<file path="config.mk">
export PLATFORM = sky130hd
export DESIGN_NAME = dsp_wresp_router
export DESIGN_NICKNAME = d
export VERILOG_FILES = /design/src/rtl/axi_ic_pkg.sv /design/src/rtl/dsp_wresp_fifo.sv /design/src/rtl/dsp_wresp_router.sv
export SDC_FILE = /design/constraint.sdc
export NUM_CORES = 1
export LEC_CHECK = 0
export CAP_MARGIN = 40
export CORE_MARGIN = 2
export CORE_UTILIZATION = 45
export CTS_CLUSTER_DIAMETER = 40
export CTS_CLUSTER_SIZE = 30
export DETAILED_ROUTE_END_ITERATION = 6
export GPL_ROUTABILITY_DRIVEN = 0
export PLACE_DENSITY = 0.67
export SLEW_MARGIN = 5
export SYNTH_ARGS = -nofsm -noshare
export SYNTH_HDL_FRONTEND = slang
export SYNTH_SLANG_ARGS = --single-unit
</file>
<file path="constraint.sdc">
create_clock -name ACLK_i -period 2.8 [get_ports ACLK_i]
set_input_delay 0.56 -clock ACLK_i [delete_from_list [all_inputs] [get_ports ACLK_i]]
set_output_delay 0.56 -clock ACLK_i [all_outputs]
set_load 0.01 [all_outputs]
</file>
<file path="src/rtl/axi_ic_pkg.sv">
// Shared interconnect definitions: AXI response codes and a width helper
// that never returns zero (used for index/pointer widths).
package axi_ic_pkg;

  typedef enum logic [1:0] {
    RESP_OKAY   = 2'b00,
    RESP_EXOKAY = 2'b01,
    RESP_SLVERR = 2'b10,
    RESP_DECERR = 2'b11
  } axi_resp_e;

  function automatic int unsigned clog2_min1(input int unsigned n);
    int unsigned r;
    r = 1;
    if (n > 2) r = $clog2(n);
    return r;
  endfunction

endpackage

</file>
<file path="src/rtl/dsp_wresp_fifo.sv">
// Synchronous show-ahead FIFO used for the AW order queue and the per-slave
// B response queues. A push while full is dropped even if a pop coincides.
module dsp_wresp_fifo
  import axi_ic_pkg::*;
#(
  parameter int unsigned DATA_W = 8,
  parameter int unsigned DEPTH  = 4
) (
  input  logic              ACLK_i,
  input  logic              ARESET_i,
  input  logic              wr_en,
  input  logic              rd_en,
  input  logic [DATA_W-1:0] data_i,
  output logic [DATA_W-1:0] data_o,
  output logic              empty_o,
  output logic              full_o
);

  localparam int unsigned AW = clog2_min1(DEPTH);
  localparam int unsigned CW = $clog2(DEPTH + 1);

  logic [DATA_W-1:0] mem_q [DEPTH];
  logic [AW-1:0]     wr_ptr_q, wr_ptr_d;
  logic [AW-1:0]     rd_ptr_q, rd_ptr_d;
  logic [CW-1:0]     cnt_q, cnt_d;
  logic              do_wr, do_rd;

  assign empty_o = (cnt_q == '0);
  assign full_o  = (cnt_q == CW'(DEPTH));
  assign do_wr   = wr_en & ~full_o;
  assign do_rd   = rd_en & ~empty_o;
  assign data_o  = mem_q[rd_ptr_q];

  always_comb begin
    wr_ptr_d = wr_ptr_q;
    rd_ptr_d = rd_ptr_q;
    cnt_d    = cnt_q;
    if (do_wr) wr_ptr_d = (wr_ptr_q == AW'(DEPTH - 1)) ? '0 : wr_ptr_q + 1'b1;
    if (do_rd) rd_ptr_d = (rd_ptr_q == AW'(DEPTH - 1)) ? '0 : rd_ptr_q + 1'b1;
    case ({do_wr, do_rd})
      2'b10:   cnt_d = cnt_q + 1'b1;
      2'b01:   cnt_d = cnt_q - 1'b1;
      default: cnt_d = cnt_q;
    endcase
  end

  always_ff @(posedge ACLK_i) begin
    if (ARESET_i) begin
      wr_ptr_q <= '0;
      rd_ptr_q <= '0;
      cnt_q    <= '0;
    end else begin
      wr_ptr_q <= wr_ptr_d;
      rd_ptr_q <= rd_ptr_d;
      cnt_q    <= cnt_d;
    end
  end

  // Storage needs no reset; the counter alone defines validity.
  always_ff @(posedge ACLK_i) begin
    if (do_wr) mem_q[wr_ptr_q] <= data_i;
  end

endmodule

</file>
<file path="src/rtl/dsp_wresp_router.sv">
// Write-response dispatcher: returns per-slave B responses to one master in AW
// order, with local DECERR. Optional BID check enabled by DSP_WRESP_ID_CHECK_EN.
module dsp_wresp_router
  import axi_ic_pkg::*;
#(
  parameter int unsigned SLV_AMT         = 2,
  parameter int unsigned OUTSTANDING_AMT = 8,
  parameter int unsigned RESP_DEPTH      = 4,
  parameter int unsigned TRANS_MST_ID_W  = 5,
  parameter int unsigned TRANS_WR_RESP_W = 2,
  parameter int unsigned SLV_ID_W        = clog2_min1(SLV_AMT)
) (
  input  logic                                  ACLK_i,
  input  logic                                  ARESET_i,
  input  logic [SLV_ID_W-1:0]                   dsp_AW_slv_id_i,
  input  logic [TRANS_MST_ID_W-1:0]             dsp_AW_mst_id_i,
  input  logic                                  dsp_AW_shift_en_i,
  output logic                                  dsp_AW_ready_o,
  input  logic [TRANS_MST_ID_W*SLV_AMT-1:0]     sa_BID_i,
  input  logic [TRANS_WR_RESP_W*SLV_AMT-1:0]    sa_BRESP_i,
  input  logic [SLV_AMT-1:0]                    sa_BVALID_i,
  output logic [SLV_AMT-1:0]                    sa_BREADY_o,
  output logic [TRANS_MST_ID_W-1:0]             m_BID_o,
  output logic [TRANS_WR_RESP_W-1:0]            m_BRESP_o,
  output logic                                  m_BVALID_o,
  input  logic                                  m_BREADY_i,
  output logic [$clog2(OUTSTANDING_AMT+2)-1:0]  outstanding_cnt_o,
  output logic                                  id_err_o
);

  localparam int unsigned CNT_W = $clog2(OUTSTANDING_AMT + 2);
  localparam int unsigned ORD_W = TRANS_MST_ID_W + SLV_ID_W;
  localparam int unsigned RSP_W = TRANS_MST_ID_W + TRANS_WR_RESP_W;

  logic                       ord_full, ord_empty, ord_push;
  logic [ORD_W-1:0]           ord_wdata, ord_rdata;
  logic [SLV_ID_W-1:0]        head_slv;
  logic [TRANS_MST_ID_W-1:0]  head_mst;

  logic [SLV_AMT-1:0]         rsp_full, rsp_empty, rsp_push, rsp_pop;
  logic [RSP_W-1:0]           rsp_rdata [SLV_AMT];

  logic                       head_in_map, head_rsp_empty, head_avail;
  logic [RSP_W-1:0]           head_rsp;
  logic [TRANS_MST_ID_W-1:0]  head_bid;
  logic [TRANS_WR_RESP_W-1:0] head_bresp;
  logic                       load, m_hs;

  logic                       bvalid_q, bvalid_d;
  logic [TRANS_MST_ID_W-1:0]  bid_q, bid_d;
  logic [TRANS_WR_RESP_W-1:0] bresp_q, bresp_d;
  logic [CNT_W-1:0]           cnt_q, cnt_d;

  // ---------------- AW order queue ----------------
  assign dsp_AW_ready_o = ~ord_full & ~ARESET_i;
  assign ord_push       = dsp_AW_shift_en_i & dsp_AW_ready_o;
  assign ord_wdata      = {dsp_AW_mst_id_i, dsp_AW_slv_id_i};
  assign head_mst       = ord_rdata[ORD_W-1 -: TRANS_MST_ID_W];
  assign head_slv       = ord_rdata[SLV_ID_W-1:0];

  dsp_wresp_fifo #(
    .DATA_W (ORD_W),
    .DEPTH  (OUTSTANDING_AMT)
  ) u_ord_fifo (
    .ACLK_i   (ACLK_i),
    .ARESET_i (ARESET_i),
    .wr_en    (ord_push),
    .rd_en    (load),
    .data_i   (ord_wdata),
    .data_o   (ord_rdata),
    .empty_o  (ord_empty),
    .full_o   (ord_full)
  );

  // ---------------- per-slave response queues ----------------
  for (genvar s = 0; s < SLV_AMT; s++) begin : g_rsp
    assign sa_BREADY_o[s] = ~rsp_full[s] & ~ARESET_i;
    assign rsp_push[s]    = sa_BVALID_i[s] & sa_BREADY_o[s];
    assign rsp_pop[s]     = load & head_in_map & (head_slv == SLV_ID_W'(s));

    dsp_wresp_fifo #(
      .DATA_W (RSP_W),
      .DEPTH  (RESP_DEPTH)
    ) u_rsp_fifo (
      .ACLK_i   (ACLK_i),
      .ARESET_i (ARESET_i),
      .wr_en    (rsp_push[s]),
      .rd_en    (rsp_pop[s]),
      .data_i   ({sa_BID_i[s*TRANS_MST_ID_W +: TRANS_MST_ID_W],
                  sa_BRESP_i[s*TRANS_WR_RESP_W +: TRANS_WR_RESP_W]}),
      .data_o   (rsp_rdata[s]),
      .empty_o  (rsp_empty[s]),
      .full_o   (rsp_full[s])
    );
  end

  // Equality scan instead of a range compare: slave ids beyond SLV_AMT fall
  // through as out-of-map, and no index ever exceeds the FIFO array.
  always_comb begin
    head_in_map    = 1'b0;
    head_rsp_empty = 1'b1;
    head_rsp       = '0;
    for (int unsigned s = 0; s < SLV_AMT; s++) begin
      if (head_slv == SLV_ID_W'(s)) begin
        head_in_map    = 1'b1;
        head_rsp_empty = rsp_empty[s];
        head_rsp       = rsp_rdata[s];
      end
    end
  end

  assign head_bid   = head_rsp[RSP_W-1 -: TRANS_MST_ID_W];
  assign head_bresp = head_rsp[TRANS_WR_RESP_W-1:0];
  assign head_avail = ~ord_empty & (~head_in_map | ~head_rsp_empty);
  assign load       = head_avail & (~bvalid_q | m_BREADY_i);
  assign m_hs       = bvalid_q & m_BREADY_i;

  // ---------------- output register ----------------
`ifdef DSP_WRESP_ID_CHECK_EN
  logic id_err_q, id_err_d;
`endif

  always_comb begin
    bvalid_d = bvalid_q;
    bid_d    = bid_q;
    bresp_d  = bresp_q;
`ifdef DSP_WRESP_ID_CHECK_EN
    id_err_d = id_err_q;
`endif
    if (load) begin
      bvalid_d = 1'b1;
      if (!head_in_map) begin
        bid_d   = head_mst;
        bresp_d = TRANS_WR_RESP_W'(RESP_DECERR);
      end else begin
`ifdef DSP_WRESP_ID_CHECK_EN
        if (head_bid != head_mst) begin
          bid_d    = head_mst;
          bresp_d  = TRANS_WR_RESP_W'(RESP_SLVERR);
          id_err_d = 1'b1;
        end else begin
          bid_d   = head_bid;
          bresp_d = head_bresp;
        end
`else
        bid_d   = head_bid;
        bresp_d = head_bresp;
`endif
      end
    end else if (m_BREADY_i) begin
      bvalid_d = 1'b0;
    end
  end

  always_comb begin
    cnt_d = cnt_q;
    case ({ord_push, m_hs})
      2'b10:   cnt_d = cnt_q + CNT_W'(1);
      2'b01:   cnt_d = cnt_q - CNT_W'(1);
      default: cnt_d = cnt_q;
    endcase
  end

  always_ff @(posedge ACLK_i) begin
    if (ARESET_i) begin
      bvalid_q <= 1'b0;
      bid_q    <= '0;
      bresp_q  <= '0;
      cnt_q    <= '0;
    end else begin
      bvalid_q <= bvalid_d;
      bid_q    <= bid_d;
      bresp_q  <= bresp_d;
      cnt_q    <= cnt_d;
    end
  end

`ifdef DSP_WRESP_ID_CHECK_EN
  always_ff @(posedge ACLK_i) begin
    if (ARESET_i) id_err_q <= 1'b0;
    else          id_err_q <= id_err_d;
  end
  assign id_err_o = id_err_q;
`else
  assign id_err_o = 1'b0;
`endif

  assign m_BVALID_o        = bvalid_q;
  assign m_BID_o           = bid_q;
  assign m_BRESP_o         = bresp_q;
  assign outstanding_cnt_o = cnt_q;

endmodule

</file>
======== Yosys cells after proc, flatten, opt, wreduce, memory -nomap -nowiden ========
Memories as Yosys holds them, arrays and structs flattened. A register that Yosys moved wholly into a read port is not among the register bits.
Cells that the tools add are included.
word-level totals
  bits in registers ....................... 36
  RAM bits ................................ 104
  input port bits ......................... 26
  output and inout port bits .............. 16
  memories kept ........................... 3
memories
  name                       words  bits a word  read ports  clocked after Yosys merged registers in  wr ports  line                  source
  u_ord_fifo.mem_q           8      6            1           1                                        1         dsp_wresp_fifo.sv:22  logic [DATA_W-1:0] mem_q [DEPTH];
  g_rsp[0].u_rsp_fifo.mem_q  4      7            1           1                                        1         dsp_wresp_fifo.sv:22
  g_rsp[1].u_rsp_fifo.mem_q  4      7            1           1                                        1         dsp_wresp_fifo.sv:22
operators by class
  add/subtract/negate cells ............... 14
  eq/ne operators ......................... 17
  multiplexer cells ....................... 26
  bitwise logic cells ..................... 28
  reductions and logical operators ........ 8
operator list
  operator             number
  $and 1x1->1          17
  $eq 2x2->1 const B   8
  $mux 2               8
  $pmux 4 s2           2
  $add 3x1->3 const B  4
  $eq 3x3->1 const B   4
  $mux 3               4
  $pmux 3 s2           2
  $not 1->1            10
  $reduce_bool 2->1    5
  $mux 1               9
  $add 2x1->2 const B  4
  $add 4x1->4 const B  2
  $eq 2x1->1 const B   4
  $sub 4x1->4 const B  2
  $mux 7               1
  $logic_not 3->1      2
  $sub 3x1->3 const B  2
  $eq 4x4->1 const B   1
  $logic_not 4->1      1
  $or 1x1->1           1

======== Depth between registers and ports, before layout ========
  word-level depth ........................ 9
  gate-level depth with buffers ........... 13
  depth with buffers taken out ............ 10

======== By module ========
A second synthesis with hierarchy kept.
second synthesis, totals
  cells, all modules ...................... 403
  area total of the unflattened synthesis .. 6,242.2 um^2
by module, submodules not included
  module                                    times used  cells each  area each (um^2)
  dsp_wresp_fifo (g_rsp[0].u_rsp_fifo ...)  2           89          1,516.5
  dsp_wresp_fifo (u_ord_fifo)               1           148         2,498.6
  dsp_wresp_router                          1           77          710.7

======== Worst setup path after synthesis ========
Ideal clock, no wire load.
  kind .................................... register -> register
  start ................................... register with a tool-made name
  end ..................................... register u_ord_fifo.cnt_q[2]
  arrival ................................. 2,741 ps
  required time ........................... 2,729 ps
  slack ................................... -11 ps
  stages on the path, launching flop included .. 12
  path buffers ............................ 1
  cells stage by stage .................... dfxtp_1 -> mux4_2 -> mux2i_4 -> mux2i_1 -> buf_4 -> ha_1 -> xor2_1 -> ha_1 -> a21oi_1 -> xor2_1 -> or3_1 -> a21oi_1
RTL lines
  element               line                  source
  end signal, assigned  dsp_wresp_fifo.sv:55  cnt_q <= cnt_d;
  end, declared         dsp_wresp_fifo.sv:25  logic [CW-1:0] cnt_q, cnt_d;

==> impl_metrics.sql <==
INSERT INTO impl_metrics (metric_group, metric, value, unit) VALUES
('clock_network', 'clk_pin_slew_worst_setup_hold_paths', '0.10', 'ns'),
('grt', 'grt_start_max_net_pins', '19', ''),
('yosys', 'post_synth_instance_area', '0.00457', 'mm^2'),
('yosys', 'syn_area_per_cell', '13.6', 'um^2'),
('floorplanning', 'die_height', '105', 'um'),
('clock_network', 'htree_num_levels', '3', ''),
('yosys', 'synth-async-reset-ratio', '0', '%'),
('sta', 'max_clock_freq', '0.373', 'GHz'),
('clock_network', 'clock_latency', '0.36', 'ns'),
('route', 'vias', '2752', ''),
('finish', 'final_nets', '448', ''),
('yosys', 'synth_top_cells_by_area', 'sky130_fd_sc_hd__edfxtp_1 42%, sky130_fd_sc_hd__dfxtp_1 19%, sky130_fd_sc_hd__mux4_2 7.9%', ''),
('grt', 'first_global_vias', '2780', ''),
('sta', 'finalHoldViolCount', '0', ''),
('floorplanning', 'total_number_of_placement_rows', '36', ''),
('grt', 'track_usage', '15.7', '%'),
('route', 'ant_nets', '0', ''),
('setup_path', 'timing.critical_path.cells', 'mux4_2, mux2i_4, mux2i_2, ha_2, xor2_1, ha_1, a21oi_2, xor2_1, or3_1, a21oi_2', ''),
('route', 'drc_errors', '0', ''),
('power', 'static-leakage-power', '1.93', 'nW'),
('route', 'avgViaCountPerCell', '5.14', ''),
('yosys', 'synth.largest_area_cell', 'sky130_fd_sc_hd__edfxtp_1', ''),
('yosys', 'synth_cell_types', '40', ''),
('power', 'ir_worst_vdd', '328', 'uV'),
('route', 'wire_per_inst', '15.1', 'um'),
('yosys', 'synth_edf_count', '64', ''),
('route', 'first_iter_violations', '116', ''),
('clock_network', 'cts-buffers-inserted', '9', ''),
('yosys', 'yosys_register_bits', '107', ''),
('sta', 'finalHoldWorstSlack', '0.511', 'ns'),
('setup_path', 'worst-path-max-fanout', '4', ''),
('outcome', 'outcome', 'finished clean', ''),
('sta', 'setup-violations-final', '0', ''),
('finish', 'number_of_diodes', '0', ''),
('route', 'met2RoutedLength', '3970', 'um'),
('yosys', 'synth.most_common_cell', 'sky130_fd_sc_hd__edfxtp_1', ''),
('setup_path', 'critical_path.top_delay_family', 'multiplexers', ''),
('yosys', 'synth-seq-area-share', '60.8', '%'),
('placement', 'preCtsSetupSlack', '-0.245', 'ns'),
('route', 'route.met3.wl', '257', 'um'),
('power', 'power.density_cell_area', '641', 'mW/mm^2'),
('setup_path', 'criticalPathCategory', 'reg2reg', ''),
('setup_path', 'regToRegSetupSlack', '0.12', 'ns'),
('setup_path', 'slowest_cell_on_crit_path', 'sky130_fd_sc_hd__mux4_2', ''),
('setup_path', 'endpoint_class_of_the_critical_path', 'register', ''),
('setup_path', 'critical_path_buf_inv_count', '0', ''),
('finish', 'finish.utilization', '55.6', '%'),
('job', 'maxCapViolations', '0', ''),
('yosys', 'postSynthNetCount', '388', ''),
('sta', 'finalMaxSlewViolations', '0', ''),
('yosys', 'yosys-top-cells-count', '64 x sky130_fd_sc_hd__edfxtp_1, 43 x sky130_fd_sc_hd__dfxtp_1, 39 x sky130_fd_sc_hd__nor2_1', ''),
('floorplanning', 'die-area', '0.0110', 'mm^2'),
('grt', 'grt_first_pass_wirelength', '13400', 'um'),
('sta', 'timing.final.ws_setup', '0.122', 'ns'),
('route', 'firstDrtPassIters', '4', ''),
('placement', 'io_buffer_count', '35', ''),
('setup_path', 'worst_setup_path_start_kind', 'register', ''),
('sta', 'timing.final.crit_share', '95.6', '%'),
('clock_network', 'clock_tree_from_tritoncts', 'built', ''),
('floorplanning', 'io-pin-count', '42', ''),
('yosys', 'yosys_warnings', '0', ''),
('floorplanning', 'floorplan.initialDensity', '46.6', '%'),
('route', 'maxUsedRoutingLayer', 'met4', ''),
('grt', 'grt.overflow.total', '0', ''),
('sta', 'finClkSkew', '0.00734', 'ns'),
('route', 'routedLengthMet1', '3750', 'um'),
('sta', 'totalNegativeSetupSlack', '0', 'ns'),
('setup_path', 'cp_data_arrival_time', '2.98', 'ns'),
('yosys', 'synth_ff_type', 'sky130_fd_sc_hd__edfxtp_1', ''),
('sta', 'setup_repair_after_global_routing_missed_its_margin', 'yes', ''),
('hold_path', 'worstHoldPathType', 'reg2reg', '');
==> power by group <==
part / switching (mW) / internal [mW] / total [mW] / leakage, nW
Sequential: 0.100 / 1.78 / 1.88 / 0.931
Clock: 0.521 / 0.335 / 0.856 / 0.0888
Combinational: 0.371 / 0.388 / 0.759 / 0.914
Total: 0.993 / 2.51 / 3.50 / 1.93
==> metrics by stage <==
| step | instance area (um^2) | total power, mW | std cells |
|---|---|---|---|
| detailed placement | 5230 | 2.65 | 518 |
| global route | 5460 | 3.70 | 535 |
| global placement | 5230 | 2.63 | 518 |
| finish | 5460 | 3.50 | 535 |
| floorplan | 4580 | 2.36 | 337 |
| CTS | 5410 | 3.51 | 534 |
==> cells by family (layout without fill, tap and decap cells) <==
logic type / after synthesis / in the layout / synth area share [%]
DFF: 107 / 107 / 60.8
muxes: 25 / 25 / 10.1
adders and majority gates: 25 / 25 / 7.33
AOI/OAI and AO/OA: 40 / 40 / 6.32
buffers and inverters: 31 / 96 / 2.84
other: 1 / 1 / 0.0820
xor gates and xnor gates: 10 / 10 / 1.91
and+or+nand+nor: 98 / 98 / 10.6
==> tightest hold or removal path: stages (launching register included) <==
cell and delay [ns]:
sky130_fd_sc_hd__dfxtp_1 0.33, sky130_fd_sc_hd__nand2_1 0.06, sky130_fd_sc_hd__a21oi_1 0.07
==> repair_timing <==
action / in CTS / in global routing
pin swaps: 0 / 4
setup buffers: 0 / 1
hold buffers: 0 / 0
setup endpoints to repair: 1 / 5
gates resized for setup: 1 / 11
==> path summary, 6_finish.rpt <==
check | startpoint | endpoint | depth (start not counted)
worst max-delay path | register | u_ord_fifo.cnt_q[2] | 10
worst min-delay path | g_rsp[0].u_rsp_fifo.rd_ptr_q[0] | register | 2
worst max register to register | register | u_ord_fifo.cnt_q[2] | 10
worst min register to register | g_rsp[0].u_rsp_fifo.rd_ptr_q[0] | register | 2
==> registers in the layout, summed over array words and instances (netlist names), named ones only <==
name	flops
u_ord_fifo.mem_q	8
u_ord_fifo.rd_ptr_q	3
g_rsp.u_rsp_fifo.wr_ptr_q	4
u_ord_fifo.cnt_q	4
m_BRESP_o	2
g_rsp.u_rsp_fifo.rd_ptr_q	4
u_ord_fifo.wr_ptr_q	3
m_BVALID_o	1
m_BID_o	5
outstanding_cnt_o	4
g_rsp.u_rsp_fifo.cnt_q	6
g_rsp.u_rsp_fifo.mem_q	56
==> metal layers <==
metal | GRT usage [%] | vias to the layer above
met5 | 0 | -
met4 | 6.29 | 0
met3 | 3.06 | 8
met2 | 25.3 | 48
met1 | 20.9 | 1340
li1 | - | 1356
==> cell type report <==
type                       count  area [um^2]
fill                         848         4360
sequential                   107         2780
multi-input combinational    199         1700
timing repair buffer          63          563
tap                          133          166
clock buffer                  10          128
inverter                      17         63.8
clock inverter                 6         50.0
==> placed cells by master (no fill, tap or decap), types with 13 or more instances in the layout <==
cell	count
sky130_fd_sc_hd__a21oi_1	15
sky130_fd_sc_hd__buf_4	28
sky130_fd_sc_hd__clkdlybuf4s50_1	34
sky130_fd_sc_hd__dfxtp_1	42
sky130_fd_sc_hd__edfxtp_1	64
sky130_fd_sc_hd__ha_1	19
sky130_fd_sc_hd__inv_1	17
sky130_fd_sc_hd__mux4_2	16
sky130_fd_sc_hd__nand2_1	13
sky130_fd_sc_hd__nor2_1	38
sky130_fd_sc_hd__nor3_1	13
Note: power is estimated with default switching activity, not from simulation.
